==> config.mk <==
export PLATFORM = sky130hd
export DESIGN_NAME = lutram_march_ctrl
export DESIGN_NICKNAME = d
export VERILOG_FILES = /design/src/rtl/lutram_march_ctrl.sv
export SDC_FILE = /design/constraint.sdc
export NUM_CORES = 1
export LEC_CHECK = 0
export BUFFER_PORTS_ARGS = -buffer_cell sky130_fd_sc_hd__buf_2
export CAP_MARGIN = 20
export CORE_ASPECT_RATIO = 0.8
export CORE_UTILIZATION = 50
export DETAILED_ROUTE_END_ITERATION = 8
export PLACE_DENSITY = 0.84
export SETUP_SLACK_MARGIN = 0.02
export SLEW_MARGIN = 20
export SYNTH_ARGS = -nofsm -noshare
export SYNTH_HDL_FRONTEND = slang
export SYNTH_SLANG_ARGS = --single-unit
==> constraint.sdc <==
create_clock -name clk_i -period 6.8 [get_ports clk_i]
set_input_delay 1.02 -clock clk_i [delete_from_list [all_inputs] [get_ports clk_i]]
set_output_delay 1.02 -clock clk_i [all_outputs]
set_load 0.02 [all_outputs]
==> src/rtl/lutram_march_ctrl.sv <==
// March C- BIST controller for one single-port, async-read distributed RAM.
// Drives the RAM directly, compares every read, and records the first failure.
module lutram_march_ctrl #(
  parameter int unsigned A_WIDTH = 8,
  parameter int unsigned ERR_W   = 16
) (
  input  logic               clk_i,
  input  logic               rst_i,
  input  logic               start_i,
  output logic [A_WIDTH-1:0] ram_a_o,
  output logic               ram_d_o,
  output logic               ram_we_o,
  input  logic               ram_q_i,
  output logic               busy_o,
  output logic               done_o,
  output logic               pass_o,
  output logic [ERR_W-1:0]   err_count_o,
  output logic [A_WIDTH-1:0] fail_addr_o,
  output logic [2:0]         fail_elem_o,
  output logic               fail_seen_o
);

  localparam logic [A_WIDTH-1:0] ADDR_MAX = '1;
  localparam logic [ERR_W-1:0]   ERR_MAX  = '1;

  typedef enum logic [2:0] {
    S_IDLE, S_M0, S_M1, S_M2, S_M3, S_M4, S_M5, S_DONE
  } state_e;

  typedef enum logic {PH_RD, PH_WR} phase_e;

  state_e               state_q, state_d;
  phase_e               phase_q, phase_d;
  logic [A_WIDTH-1:0]   addr_q, addr_d;
  logic [ERR_W-1:0]     err_q, err_d;
  logic [A_WIDTH-1:0]   fail_addr_q, fail_addr_d;
  logic [2:0]           fail_elem_q, fail_elem_d;
  logic                 fail_seen_q, fail_seen_d;

  logic                 busy_c, march_c, down_c, rd_c, we_c, wval_c, exp_c;
  logic                 last_op_c, at_term_c;
  logic [2:0]           elem_c;
  logic [A_WIDTH-1:0]   step_c;

  // State and result registers
  always_ff @(posedge clk_i) begin
    if (rst_i) begin
      state_q     <= S_IDLE;
      phase_q     <= PH_RD;
      addr_q      <= '0;
      err_q       <= '0;
      fail_addr_q <= '0;
      fail_elem_q <= '0;
      fail_seen_q <= 1'b0;
    end else begin
      state_q     <= state_d;
      phase_q     <= phase_d;
      addr_q      <= addr_d;
      err_q       <= err_d;
      fail_addr_q <= fail_addr_d;
      fail_elem_q <= fail_elem_d;
      fail_seen_q <= fail_seen_d;
    end
  end

  // Next-state, RAM decode and compare
  always_comb begin
    state_d     = state_q;
    phase_d     = phase_q;
    addr_d      = addr_q;
    err_d       = err_q;
    fail_addr_d = fail_addr_q;
    fail_elem_d = fail_elem_q;
    fail_seen_d = fail_seen_q;

    busy_c    = state_q inside {S_M0, S_M1, S_M2, S_M3, S_M4, S_M5};
    march_c   = state_q inside {S_M1, S_M2, S_M3, S_M4};
    down_c    = state_q inside {S_M3, S_M4};
    rd_c      = (march_c && (phase_q == PH_RD)) || (state_q == S_M5);
    we_c      = (march_c && (phase_q == PH_WR)) || (state_q == S_M0);
    wval_c    = state_q inside {S_M1, S_M3};
    exp_c     = state_q inside {S_M2, S_M4};
    last_op_c = (state_q inside {S_M0, S_M5}) || (march_c && (phase_q == PH_WR));
    at_term_c = down_c ? (addr_q == '0) : (addr_q == ADDR_MAX);
    step_c    = down_c ? (addr_q - A_WIDTH'(1)) : (addr_q + A_WIDTH'(1));

    elem_c = 3'd0;
    case (state_q)
      S_M1:    elem_c = 3'd1;
      S_M2:    elem_c = 3'd2;
      S_M3:    elem_c = 3'd3;
      S_M4:    elem_c = 3'd4;
      S_M5:    elem_c = 3'd5;
      default: elem_c = 3'd0;
    endcase

    if (!busy_c) begin
      if (start_i) begin
        state_d     = S_M0;
        phase_d     = PH_RD;
        addr_d      = '0;
        err_d       = '0;
        fail_addr_d = '0;
        fail_elem_d = '0;
        fail_seen_d = 1'b0;
      end
    end else begin
      if (march_c) begin
        phase_d = (phase_q == PH_RD) ? PH_WR : PH_RD;
      end
      if (last_op_c) begin
        if (at_term_c) begin
          phase_d = PH_RD;
          case (state_q)
            S_M0:    begin state_d = S_M1;   addr_d = '0;       end
            S_M1:    begin state_d = S_M2;   addr_d = '0;       end
            S_M2:    begin state_d = S_M3;   addr_d = ADDR_MAX; end
            S_M3:    begin state_d = S_M4;   addr_d = ADDR_MAX; end
            S_M4:    begin state_d = S_M5;   addr_d = '0;       end
            default: begin state_d = S_DONE; addr_d = '0;       end
          endcase
        end else begin
          addr_d = step_c;
        end
      end
      // Read data is sampled at the edge that closes the read cycle
      if (rd_c && (ram_q_i != exp_c)) begin
        if (err_q != ERR_MAX) begin
          err_d = err_q + ERR_W'(1);
        end
        if (!fail_seen_q) begin
          fail_seen_d = 1'b1;
          fail_addr_d = addr_q;
          fail_elem_d = elem_c;
        end
      end
    end

    ram_a_o  = busy_c ? addr_q : '0;
    ram_we_o = we_c;
    ram_d_o  = we_c & wval_c;
  end

  assign busy_o      = busy_c;
  assign done_o      = (state_q == S_DONE);
  assign pass_o      = (state_q == S_DONE) && (err_q == '0);
  assign err_count_o = err_q;
  assign fail_addr_o = fail_addr_q;
  assign fail_elem_o = fail_elem_q;
  assign fail_seen_o = fail_seen_q;

endmodule

# Word level (Yosys, flattened, before mapping)
# Cells that the tools add are included.
# Widths: inputs -> output; s select.
dict set report word_totals {
  reg_bits 40
  wordCells 82
}
dict set report classes {
  addsub 3
  n_eq_ne 15
  n_mux 33
  bitwise 2
  n_reduce_logical 22
}
# cell count
set op_table {}
lappend op_table {{$mux 8} 10}
lappend op_table {{$mux 16} 4}
lappend op_table {{$pmux 3 s5} 2}
lappend op_table {{$mux 3} 8}
lappend op_table {{$add 16x1->16 const B} 1}
lappend op_table {{$logic_not 16->1} 1}
lappend op_table {{$ne 16x16->1 const B} 1}
lappend op_table {{$eq 3x3->1 const B} 4}
lappend op_table {{$reduce_bool 2->1} 5}
lappend op_table {{$mux 1} 9}
lappend op_table {{$reduce_and 3->1} 3}
lappend op_table {{$add 8x1->8 const B} 1}
lappend op_table {{$eq 8x8->1 const B} 1}
lappend op_table {{$logic_not 8->1} 1}
lappend op_table {{$ne 2x1->1 const B} 4}
lappend op_table {{$sub 8x1->8 const B} 1}
lappend op_table {{$eq 3x2->1 const B} 2}
lappend op_table {{$reduce_bool 6->1} 1}
lappend op_table {{$logic_and 1x1->1} 4}
lappend op_table {{$reduce_and 2->1} 2}
lappend op_table {{$reduce_bool 4->1} 1}
lappend op_table {{$eq 3x1->1 const B} 1}
lappend op_table {{$logic_or 1x1->1} 3}
lappend op_table {{$ne 2x2->1 const B} 1}
lappend op_table {{4 further kinds} 4}

# Depth between registers and ports, before layout
# Gate-level depths: netlist (run 1).
dict set report logic_depth {
  ltp_word 7
  mapped_depth 11
  depth_no_buf 9
}

# Worst setup path after synthesis (run 1)
# No wires, ideal clock.
dict set report synth_timing {
  kind {reg-to-output}
  start {register state_q[1]}
  end {output port ram_a_o[2]}
  t_arrival_ps 1680
  required_ps 5780
  path_slack_ps 4100
  stages_incl_launch_ff 8
  n_path_buf 3
  path_cell_list {dfxtp_1 > buf_2 > and3_1 > or2_2 > clkbuf_1 > inv_1 > clkbuf_1 > and2_1}
}
dict set report synth_between {
  elab_chain_cells 3
  elab_cells_between_ends 8
}
# element line
set synth_lines {}
lappend synth_lines {{start, declared} 32} ;# state_e state_q, state_d;
lappend synth_lines {{start signal, assigned} 56} ;# state_q <= state_d;
lappend synth_lines {{$eq 3x1->1, or another cell as far along} 76} ;# busy_c = state_q inside {S_M0, S_M1, S_M2, S_M3, S_M4, S_M5};
lappend synth_lines {{$reduce_bool 6->1 (*)} 76}
lappend synth_lines {{$mux 8 (*)} 139} ;# ram_a_o = busy_c ? addr_q : '0;
lappend synth_lines {{end, declared} 10} ;# output logic [A_WIDTH-1:0] ram_a_o,
# Every way passes the cells marked *; elsewhere a longest branch is shown, timed or not.

# Final worst setup path (run 1)
dict set report layout_timing {
  start {register state_q[2]}
  end {output port ram_a_o[4]}
}
# The elaborated chain is that of the path after synthesis.

==> run_results.csv, run 1 <==
group,metric,value,unit
run_status,status,"finished, final reports clean",
place,dpl_cell_area,2680,um2
synth,yosys.area.top_type_share,32.1,%
floorplan,die-area,5280,um2
layout,stdcell_count,408,
sta,skew,6.05,ps
power_and_ir_drop,leakage,1.14,nW
synth,synth_top_area_cell,"dfxtp_1",
global_routing,grt_pass1_wl,10600,um
synth,mappedNetlistArea,2490,um2
sta,min_period,3310,ps
critical_path,cp.arrival,2290,ps
place,globalplace.congestion,0.912,
sta,worst_pin_slew,1020,ps
critical_path,criticalPathCategory,"flip-flop to output pin",
clock_network,cts_setup_buffers,0,
sta,max_freq,302,MHz
synth,syn-num-nets,335,
sta,rsz0062_at_grt,"false",
detailed_routing,drt_iter0_markers,274,
worst_hold_path,min_path_type,"flip-flop to flip-flop",
critical_path,worst-path-buf-inv,2,
clock_network,htreeDepth,2,
sta,finalSetupViolations,0,
place,dp.cells,401,
synth,synth_ff_type,"dfxtp_1",
sta,fin_crit_sh,48.7,%
power_and_ir_drop,design_power_total,0.504,mW
detailed_routing,remaining_drc_errors,0,
clock_network,tritoncts_num_sinks,40,
global_routing,grt_pass1_vias,2173,
detailed_routing,dr.pass1.iters,5,
place,numPortBuffers,44,
layout,drive_gt1_share,17.2,%
global_routing,grt_use_total,26.0,%
floorplan,row_count,22,
sta,slew_violations,0,
place,dpl.hpwl,4350,um
layout,fin_nets,363,
critical_path,cp-end-kind,"output pin",
synth,ys_types,49,
critical_path,cp.required,5780,ps
detailed_routing,avgViaCountPerCell,6.18,
detailed_routing,wl,6380,um
clock_network,cts_buffer_depth,2,
layout,regArea,801,um2
clock_network,cts_tree,"yes",
clock_network,post_cts_resized,0,
clock_network,cts_buffers,5,
synth,synth_edf_count,0,
floorplan,die-height,65.2,um
critical_path,crit_path_max_fanout,20,
synth,async_flop_share,0,%
synth,synth_area_leaders,"dfxtp_1 32%, nand2_1 6.0%, a21oi_1 5.6%",
critical_path,crit_path_top_delay_cell,"dfxtp_1",
floorplan,ioPinCount,45,
clock_network,cts_hold_buf,0,
sta,relSlewSlack,32.1,%
floorplan,start_util,53.3,%
layout,diodes,0,
synth,yosysSeqAreaShare,32.1,%
detailed_routing,ant_nets,0,
synth,postSynthAreaPerCell,7.80,um2
global_routing,grt-ovfl-total,0,
synth,ys_ff_latch,40,
clock_network,clk_latency,300,ps
floorplan,core,4680,um2
clock_network,cts_root_buffer,"clkbuf_8",
critical_path,reg2reg_slack,3780,ps
global_routing,grt_max_degree,41,
run,maxCapViolations,0,
critical_path,crit_path_max_incr_delay,680,ps
synth,ys_warn_count,0,
detailed_routing,vias,2523,
power_and_ir_drop,power.density,179,nW/um2
detailed_routing,drt-wirelength-per-cell,15.6,um
critical_path,crit_chain,"nor3_1 > or2_2 > inv_1 > and2_1 > buf_2",
power_and_ir_drop,ir_drop,128,uV
layout,final_area,2810,um2
layout,multiInputGateArea,1550,um2
layout,fillCellCount,422,
clock_network,path_clk_slew,80,ps
sta,final-hold-violation-count,0,
floorplan,chipWidth,81.0,um
critical_path,start_kind,"flip-flop",
critical_path,path_delay_family,"simple AND/OR/NAND/NOR gates",
synth,syn_inst,320,
layout,areaGrowthSynthToFinish,12.6,%
sta,fin_setup_tns,0,ps
global_routing,antenna_found_initial,0,
[per-stage QoR]
| stage | setup slack, ps | hold slack [ps] | util (%) |
|---|---|---|---|
| floorplan | 4100 | 469 | - |
| global placement | 3880 | 436 | 57.3 |
| detailed placement | 3810 | 447 | 57.3 |
| CTS | 3530 | 456 | 60.0 |
| global route | 3340 | 472 | 60.0 |
| finish | 3490 | 455 | 60.0 |
[worst reg2reg max path: stages, from the launching register on]
cell,delay (ps)
dfxtp_1,680
xor2_1,190
ha_1,290
and3b_1,200
a32o_1,240
a311oi_4,450
or2_4,310
nand2_2,220
a311oi_1,330
[report_power, final]
part / internal, mW / switching (mW) / total, mW / leakage [nW]
Clock: 0.144 / 0.0843 / 0.229 / 0.0642
Combinational: 0.00970 / 0.0258 / 0.0355 / 0.754
Sequential: 0.236 / 0.00352 / 0.239 / 0.323
[path summary, 6_finish.rpt]
kind	start	to	cells past startpoint
worst max-delay path	state_q[2]	ram_a_o[4]	5
worst min-delay path	fail_addr_o[5]	fail_addr_o[5]	2
worst max register to register	state_q[2]	err_count_o[8]	8
worst min register to register	fail_addr_o[5]	fail_addr_o[5]	2
[cell families after synthesis]
kind of cell    synth area share, %
buf+inv                        5.77
fa+ha+maj                      5.82
compound gates                 28.8
xor+xnor                       2.46
flops                          32.1
simple gates                   25.1
[sequential cells by signal (all words and copies together), names as in the netlist]
register	cells
addr_q	8
fail_addr_o	8
fail_elem_o	3
fail_seen_o	1
state_q	3
err_count_o	16
phase_q	1
[cells in the mapped netlist (2+ instances only)]
master,number
dfxtp_1,40
nand2_1,40
a21oi_1,28
nor2_1,26
clkbuf_1,16
o21ai_0,15
ha_1,10
a311oi_1,9
inv_1,9
nand3_1,9
o21ai_1,8
and2_1,7
a31oi_1,6
and3_1,6
a211oi_1,5
a41oi_1,5
nand2b_1,5
nand4_1,5
nor4_1,5
o211ai_1,5
or3_1,5
buf_2,4
nor2b_1,4
nor3_1,4
o21a_1,4
xnor2_1,4
a21o_1,3
a311oi_2,3
and3b_1,3
and4_1,3
xor2_1,3
a22oi_1,2
buf_6,2
o31a_1,2
[cells in the final DEF, fill, tap and decap left out, drive strengths merged, types with 3 or more instances in the layout]
| cell | instances |
|---|---|
| buf | 44 |
| nand2 | 41 |
| dfxtp | 40 |
| a21oi | 28 |
| nor2 | 26 |
| o21ai | 23 |
| a311oi | 13 |
| ha | 10 |
| inv | 9 |
| nand3 | 9 |
| and2 | 7 |
| and3 | 6 |
| a31oi | 6 |
| nand2b | 5 |
| nor4 | 5 |
| nand4 | 5 |
| a211oi | 5 |
| or3 | 5 |
| a41oi | 5 |
| o211ai | 5 |
| clkbuf | 5 |
| nor3 | 4 |
| xnor2 | 4 |
| o21a | 4 |
| nor2b | 4 |
| a21o | 3 |
| xor2 | 3 |
| and3b | 3 |
| and4 | 3 |
[area by class of cell]
class / instances / area share, %
flip-flops and latches: 40 / 28.5
inverters: 9 / 1.20
repair buffers: 44 / 7.84
clock inverters: 2 / 2.14
multi-input cells: 248 / 55.2
well taps: 60 / 2.67
clock buffers: 5 / 2.45
[routing by layer]
metal  vias up  routed length, um  global-route usage [%]
met1      1155               2990                    38.7
li1       1225                  -                       -
met5         -                  0                       0
met3         9                530                    5.42
met4         0                 73                    7.14
met2       134               2780                    37.2
(Power assumes the default switching activity.)
==> run 2, diff against run 1 <==
- clock period: 6.8 -> 3.05 ns (I/O delays scaled with it)
==> run 2 against run 1 <==
  * Final cell count grew 1.2%
  * Setup slack lost 3200 ps
  * Sequential power grew 120%
  * Non-clock buffer count grew 5
  * Clock skew grew 2.6 ps
  * Die area is the same
  * Critical path depth grew 3
  * Via count grew 1.2%
  * Routed wire length shrank 1.4%
  * Critical path type is now flip-flop to flip-flop
  * Largest cell class unchanged
==> run_results.csv, run 2 (synthesized netlist as in run 1, its figures left out) <==
group,metric,value,unit
layout,fillCellCount,423,
floorplan,core,4680,um2
sta,rsz0062_at_grt,"false",
run,maxCapViolations,0,
detailed_routing,dr.pass1.iters,5,
critical_path,criticalPathCategory,"flip-flop to flip-flop",
place,dpl.hpwl,4450,um
detailed_routing,ant_nets,0,
clock_network,cts_buffers,5,
run_status,status,"finished, final reports clean",
global_routing,grt-ovfl-total,0,
critical_path,path_delay_family,"compound AO/OA/AOI/OAI gates",
clock_network,cts_setup_buffers,0,
worst_hold_path,min_path_type,"flip-flop to flip-flop",
global_routing,grt_pass1_vias,2173,
floorplan,die-height,65.2,um
detailed_routing,wl,6290,um
critical_path,crit_path_max_incr_delay,480,ps
critical_path,cp-end-kind,"flip-flop",
detailed_routing,vias,2554,
global_routing,antenna_found_initial,0,
sta,fin_setup_tns,0,ps
power_and_ir_drop,ir_drop,280,uV
layout,diodes,0,
clock_network,tritoncts_num_sinks,40,
clock_network,path_clk_slew,80,ps
clock_network,htreeDepth,2,
sta,fin_crit_sh,91.3,%
critical_path,crit_chain,"xor2_1 > ha_1 > and3b_1 > a32o_1 > a311oi_4 > or2_4 > nand2_2 > a311oi_1",
floorplan,die-area,5280,um2
sta,max_freq,359,MHz
sta,skew,8.64,ps
detailed_routing,remaining_drc_errors,0,
global_routing,grt_pass1_wl,10100,um
floorplan,ioPinCount,45,
clock_network,post_cts_resized,0,
sta,finalSetupViolations,0,
detailed_routing,drt-wirelength-per-cell,15.2,um
clock_network,cts_tree,"yes",
power_and_ir_drop,power.density,339,nW/um2
floorplan,row_count,22,
critical_path,cp.required,3240,ps
layout,fin_nets,368,
sta,worst_pin_slew,784,ps
sta,min_period,2780,ps
global_routing,grt_max_degree,41,
place,numPortBuffers,44,
detailed_routing,drt_iter0_markers,336,
critical_path,start_kind,"flip-flop",
floorplan,start_util,53.3,%
global_routing,grt_use_total,24.5,%
detailed_routing,avgViaCountPerCell,6.18,
clock_network,cts_buffer_depth,2,
critical_path,cp.arrival,2980,ps
sta,relSlewSlack,47.7,%
critical_path,worst-path-buf-inv,0,
floorplan,chipWidth,81.0,um
sta,final-hold-violation-count,0,
clock_network,clk_latency,290,ps
power_and_ir_drop,leakage,1.14,nW
sta,slew_violations,0,
layout,layout_common_cells,"44 x buf_2, 40 x nand2_1, 40 x dfxtp_1, 28 x a21oi_1, 26 x nor2_1",
layout,stdcell_count,413,
critical_path,crit_path_max_fanout,15,
clock_network,cts_root_buffer,"clkbuf_8",
layout,largest_reg_flops,16,
layout,drive_gt1_share,18.4,%
layout,areaGrowthSynthToFinish,12.2,%
layout,layout_commonest_cell,"buf_2",
critical_path,crit_path_top_delay_cell,"dfxtp_1",
place,dp.cells,406,
clock_network,cts_hold_buf,0,
place,globalplace.congestion,0.896,
## run 2: final cells by class
cell class / count / area [um2] / area share, %
clock inverter: 2 / 12.5 / 0.447
inverter: 9 / 33.8 / 1.21
sequential: 40 / 801 / 28.6
clock buffer: 5 / 68.8 / 2.46
timing repair buffer: 49 / 258 / 9.21
tap: 60 / 75.1 / 2.68
multi-input combinational: 248 / 1550 / 55.4
## run 2: tightest hold or removal path, stage by stage, from the launching register on
cell and delay, ps:
dfxtp_1 310, nand2_1 50, a21oi_1 50
## run 2: final timing paths
path | to | startpoint | cells after the start | slack, ps
worst min-delay path | fail_addr_o[4] | fail_addr_o[4] | 2 | 450
worst max register to register | err_count_o[13] | state_q[2] | 8 | 270
worst max-delay path | err_count_o[13] | state_q[2] | 8 | 270
worst min register to register | fail_addr_o[4] | fail_addr_o[4] | 2 | 450
## run 2: per-layer routing
layer	vias to the layer above	part of all wire, %	track usage (%)
li1	1235	-	-
met1	1201	48	35.9
met2	116	43	35.8
met3	2	8.1	4.58
met4	0	0.43	7.14
met5	-	0	0
## run 2: stage by stage
stage                     util (%)  hold WS [ps]  total power [mW]  area, um2  worst slack, ps
after floorplan                  -           469             0.603       2490              421
after global placement        58.1           434             0.624       2720              398
after detailed placement      58.1           441             0.626       2720              299
after CTS                     59.8           451             0.954       2800              287
after global routing          59.8           472             0.987       2800             91.9
final                         59.8           450             0.949       2800              266
## run 2: where the power goes
group / switching (mW) / internal (mW)
registers: 0.00756 / 0.526
logic: 0.0582 / 0.0237
clock network: 0.179 / 0.155
total: 0.245 / 0.704
==> run 3, diff against run 2 <==
- ABC_AREA: not set -> 1
- PLACE_DENSITY: 0.84 -> 0.83
==> run 3 against run 2 <==
  * Global-route usage increased by 1.5 points
  * Critical path type is now flip-flop to output pin
  * Count of clock-buffer cells in the layout rose by 1
  * Die area grew 14%
  * Clock skew grew 2.9 ps
  * Power up 130%
  * First-iteration DRC count down 27%
  * Largest power group is now combinational cells
  * Non-clock buffer count down 4
  * Via count rose by 19%
  * Clock power is 43% higher
==> run_results.csv, run 3 <==
group,metric,value,unit
power_and_ir_drop,power.density,700,nW/um2
critical_path,reg2reg_depth,11,
critical_path,crit_path_top_delay_cell,"dfxtp_1",
worst_hold_path,whs_path_depth,2,
detailed_routing,ant_nets,0,
layout,diodes,0,
detailed_routing,remaining_drc_errors,0,
sta,max_freq,399,MHz
synth,yosys.area.top_type_share,28.1,%
global_routing,grt_pass1_vias,2665,
sta,relSlewSlack,57.2,%
run,maxCapViolations,0,
global_routing,grt_use_total,25.9,%
floorplan,row_count,24,
floorplan,chipWidth,86.4,um
floorplan,start_util,52.2,%
layout,layout_common_cells,"137 x nand2_1, 60 x inv_1, 47 x a21oi_1, 44 x buf_2, 40 x dfxtp_1",
sta,finalSetupViolations,0,
worst_hold_path,min_path_type,"flip-flop to flip-flop",
clock_network,tritoncts_num_sinks,40,
floorplan,core,5470,um2
clock_network,cts_root_buffer,"clkbuf_8",
sta,fin_crit_sh,82.2,%
floorplan,die-area,6010,um2
global_routing,grt-ovfl-total,0,
synth,postSynthAreaPerCell,6.28,um2
critical_path,criticalPathCategory,"flip-flop to output pin",
critical_path,cp.arrival,2050,ps
synth,ys_types,32,
place,dp.cells,563,
critical_path,crit_path_max_fanout,9,
layout,layout_commonest_cell,"nand2_1",
sta,rsz0062_at_grt,"false",
floorplan,die-height,69.5,um
synth,yosysMostFrequentCell,"nand2_1",
power_and_ir_drop,design_power_total,2.23,mW
place,globalplace.congestion,0.932,
clock_network,cts_setup_buffers,0,
critical_path,path_delay_family,"simple AND/OR/NAND/NOR gates",
sta,min_period,2510,ps
sta,worst_pin_slew,642,ps
critical_path,worst-path-buf-inv,3,
detailed_routing,dr.pass1.iters,6,
detailed_routing,avgViaCountPerCell,5.33,
synth,synth_top_area_cell,"dfxtp_1",
clock_network,cts_tree,"yes",
synth,async_flop_share,0,%
synth,synth_area_leaders,"dfxtp_1 28%, nand2_1 18%, a21oi_1 8.2%",
global_routing,grt_pass1_wl,12500,um
critical_path,cp.required,2590,ps
synth,ys_warn_count,0,
place,dp_slack,828,ps
critical_path,cp_common_cell,"nand2_1",
clock_network,clk_latency,310,ps
detailed_routing,drt-wirelength-per-cell,13.0,um
synth,yosysSeqAreaShare,28.1,%
place,numPortBuffers,44,
sta,fin_setup_tns,0,ps
synth,syn_inst,454,
layout,post-route-util,58.2,%
critical_path,start_kind,"flip-flop",
clock_network,path_clk_slew,80,ps
synth,ys_ff_latch,40,
critical_path,crit_path_max_incr_delay,520,ps
sta,fin_ws,544,ps
layout,areaGrowthSynthToFinish,11.5,%
layout,stdcell_count,571,
global_routing,grt_max_degree,33,
synth,synth_commonest_cells,"137 x nand2_1, 60 x inv_1, 47 x a21oi_1, 40 x dfxtp_1, 39 x nand3_1",
critical_path,crit_chain,"nor2_2 > nand2_1 > o21ai_0 > or2_2 > ha_1 > inv_1 > nand2_1 > nand2_1 > inv_1 > buf_2",
sta,holdWs,467,ps
clock_network,cts_buffer_depth,2,
clock_network,cts_buffers,5,
floorplan,ioPinCount,45,
synth,synth_edf_count,0,
place,dpl_cell_area,3060,um2
layout,final_area,3180,um2
layout,fin_nets,507,
clock_network,post_cts_resized,0,
sta,skew,11.6,ps
power_and_ir_drop,leakage,1.46,nW
critical_path,cp-end-kind,"output pin",
synth,synth_ff_type,"dfxtp_1",
sta,final-hold-violation-count,0,
layout,largest_reg_flops,16,
detailed_routing,drt_iter0_markers,244,
synth,mappedNetlistArea,2850,um2
detailed_routing,vias,3045,
global_routing,antenna_found_initial,0,
sta,slew_violations,0,
place,dpl.hpwl,5380,um
run_status,status,"finished, final reports clean",
clock_network,cts_hold_buf,0,
layout,drive_gt1_share,17.0,%
power_and_ir_drop,ir_drop,321,uV
critical_path,worst-path-stages,10,
synth,syn-num-nets,469,
clock_network,htreeDepth,2,
detailed_routing,wl,7440,um
[run 3: changes by cell type in the layout (fill, tap and decap cells not counted), moves of 8 or more]
cell	delta
a21oi_1	+19
nand3_1	+30
a311oi_1	-9
o21ai_1	-8
inv_1	+51
nand4_1	+8
nor2_1	+11
nand2_1	+97
[run 3: final cells by class]
type | instances | area (um2)
multi-input combinational | 334 | 1680
tap | 78 | 97.6
clock inverter | 2 | 38.8
fill | 550 | 2290
inverter | 66 | 250
timing repair buffer | 45 | 228
sequential | 40 | 801
clock buffer | 6 | 82.6
[run 3: worst register-to-register path, stage by stage, from the launching register on]
cell and delay, ps:
dfxtp_1 520, nand2_1 130, o21ai_0 220, or2_2 170, ha_1 140, inv_1 40
nand2_1 80, nand3_1 90, nand2_2 160, nand3_2 300, o21ai_0 280, nor2_1 60
[run 3: power by group]
part	internal (mW)	switching, mW
logic	0.301	0.801
registers	0.574	0.0733
clock network	0.268	0.208
[run 3: cell families after synthesis]
| group | count (synthesis) | share of synthesized area [%] |
|---|---|---|
| buf+inv | 80 | 12.9 |
| flops | 40 | 28.1 |
| simple gates | 252 | 40.1 |
| compound gates | 67 | 12.5 |
| fa+ha+maj | 11 | 5.09 |
| xor+xnor | 4 | 1.23 |
[run 3: worst paths after layout]
path,startpoint,endpoint,slack [ps]
worst max-delay path,state_q[1],ram_d_o,540
worst min-delay path,fail_addr_o[6],fail_addr_o[6],470
worst max register to register,state_q[1],err_count_o[0],760
worst min register to register,fail_addr_o[6],fail_addr_o[6],470
[run 3: routing by layer]
layer / track usage (%) / wire, um / part of all wire, %
met1: 38.2 / 3470 / 47
met4: 7.59 / 134 / 1.8
met3: 5.95 / 725 / 9.7
met5: 0 / 0 / 0
met2: 37.4 / 3100 / 42
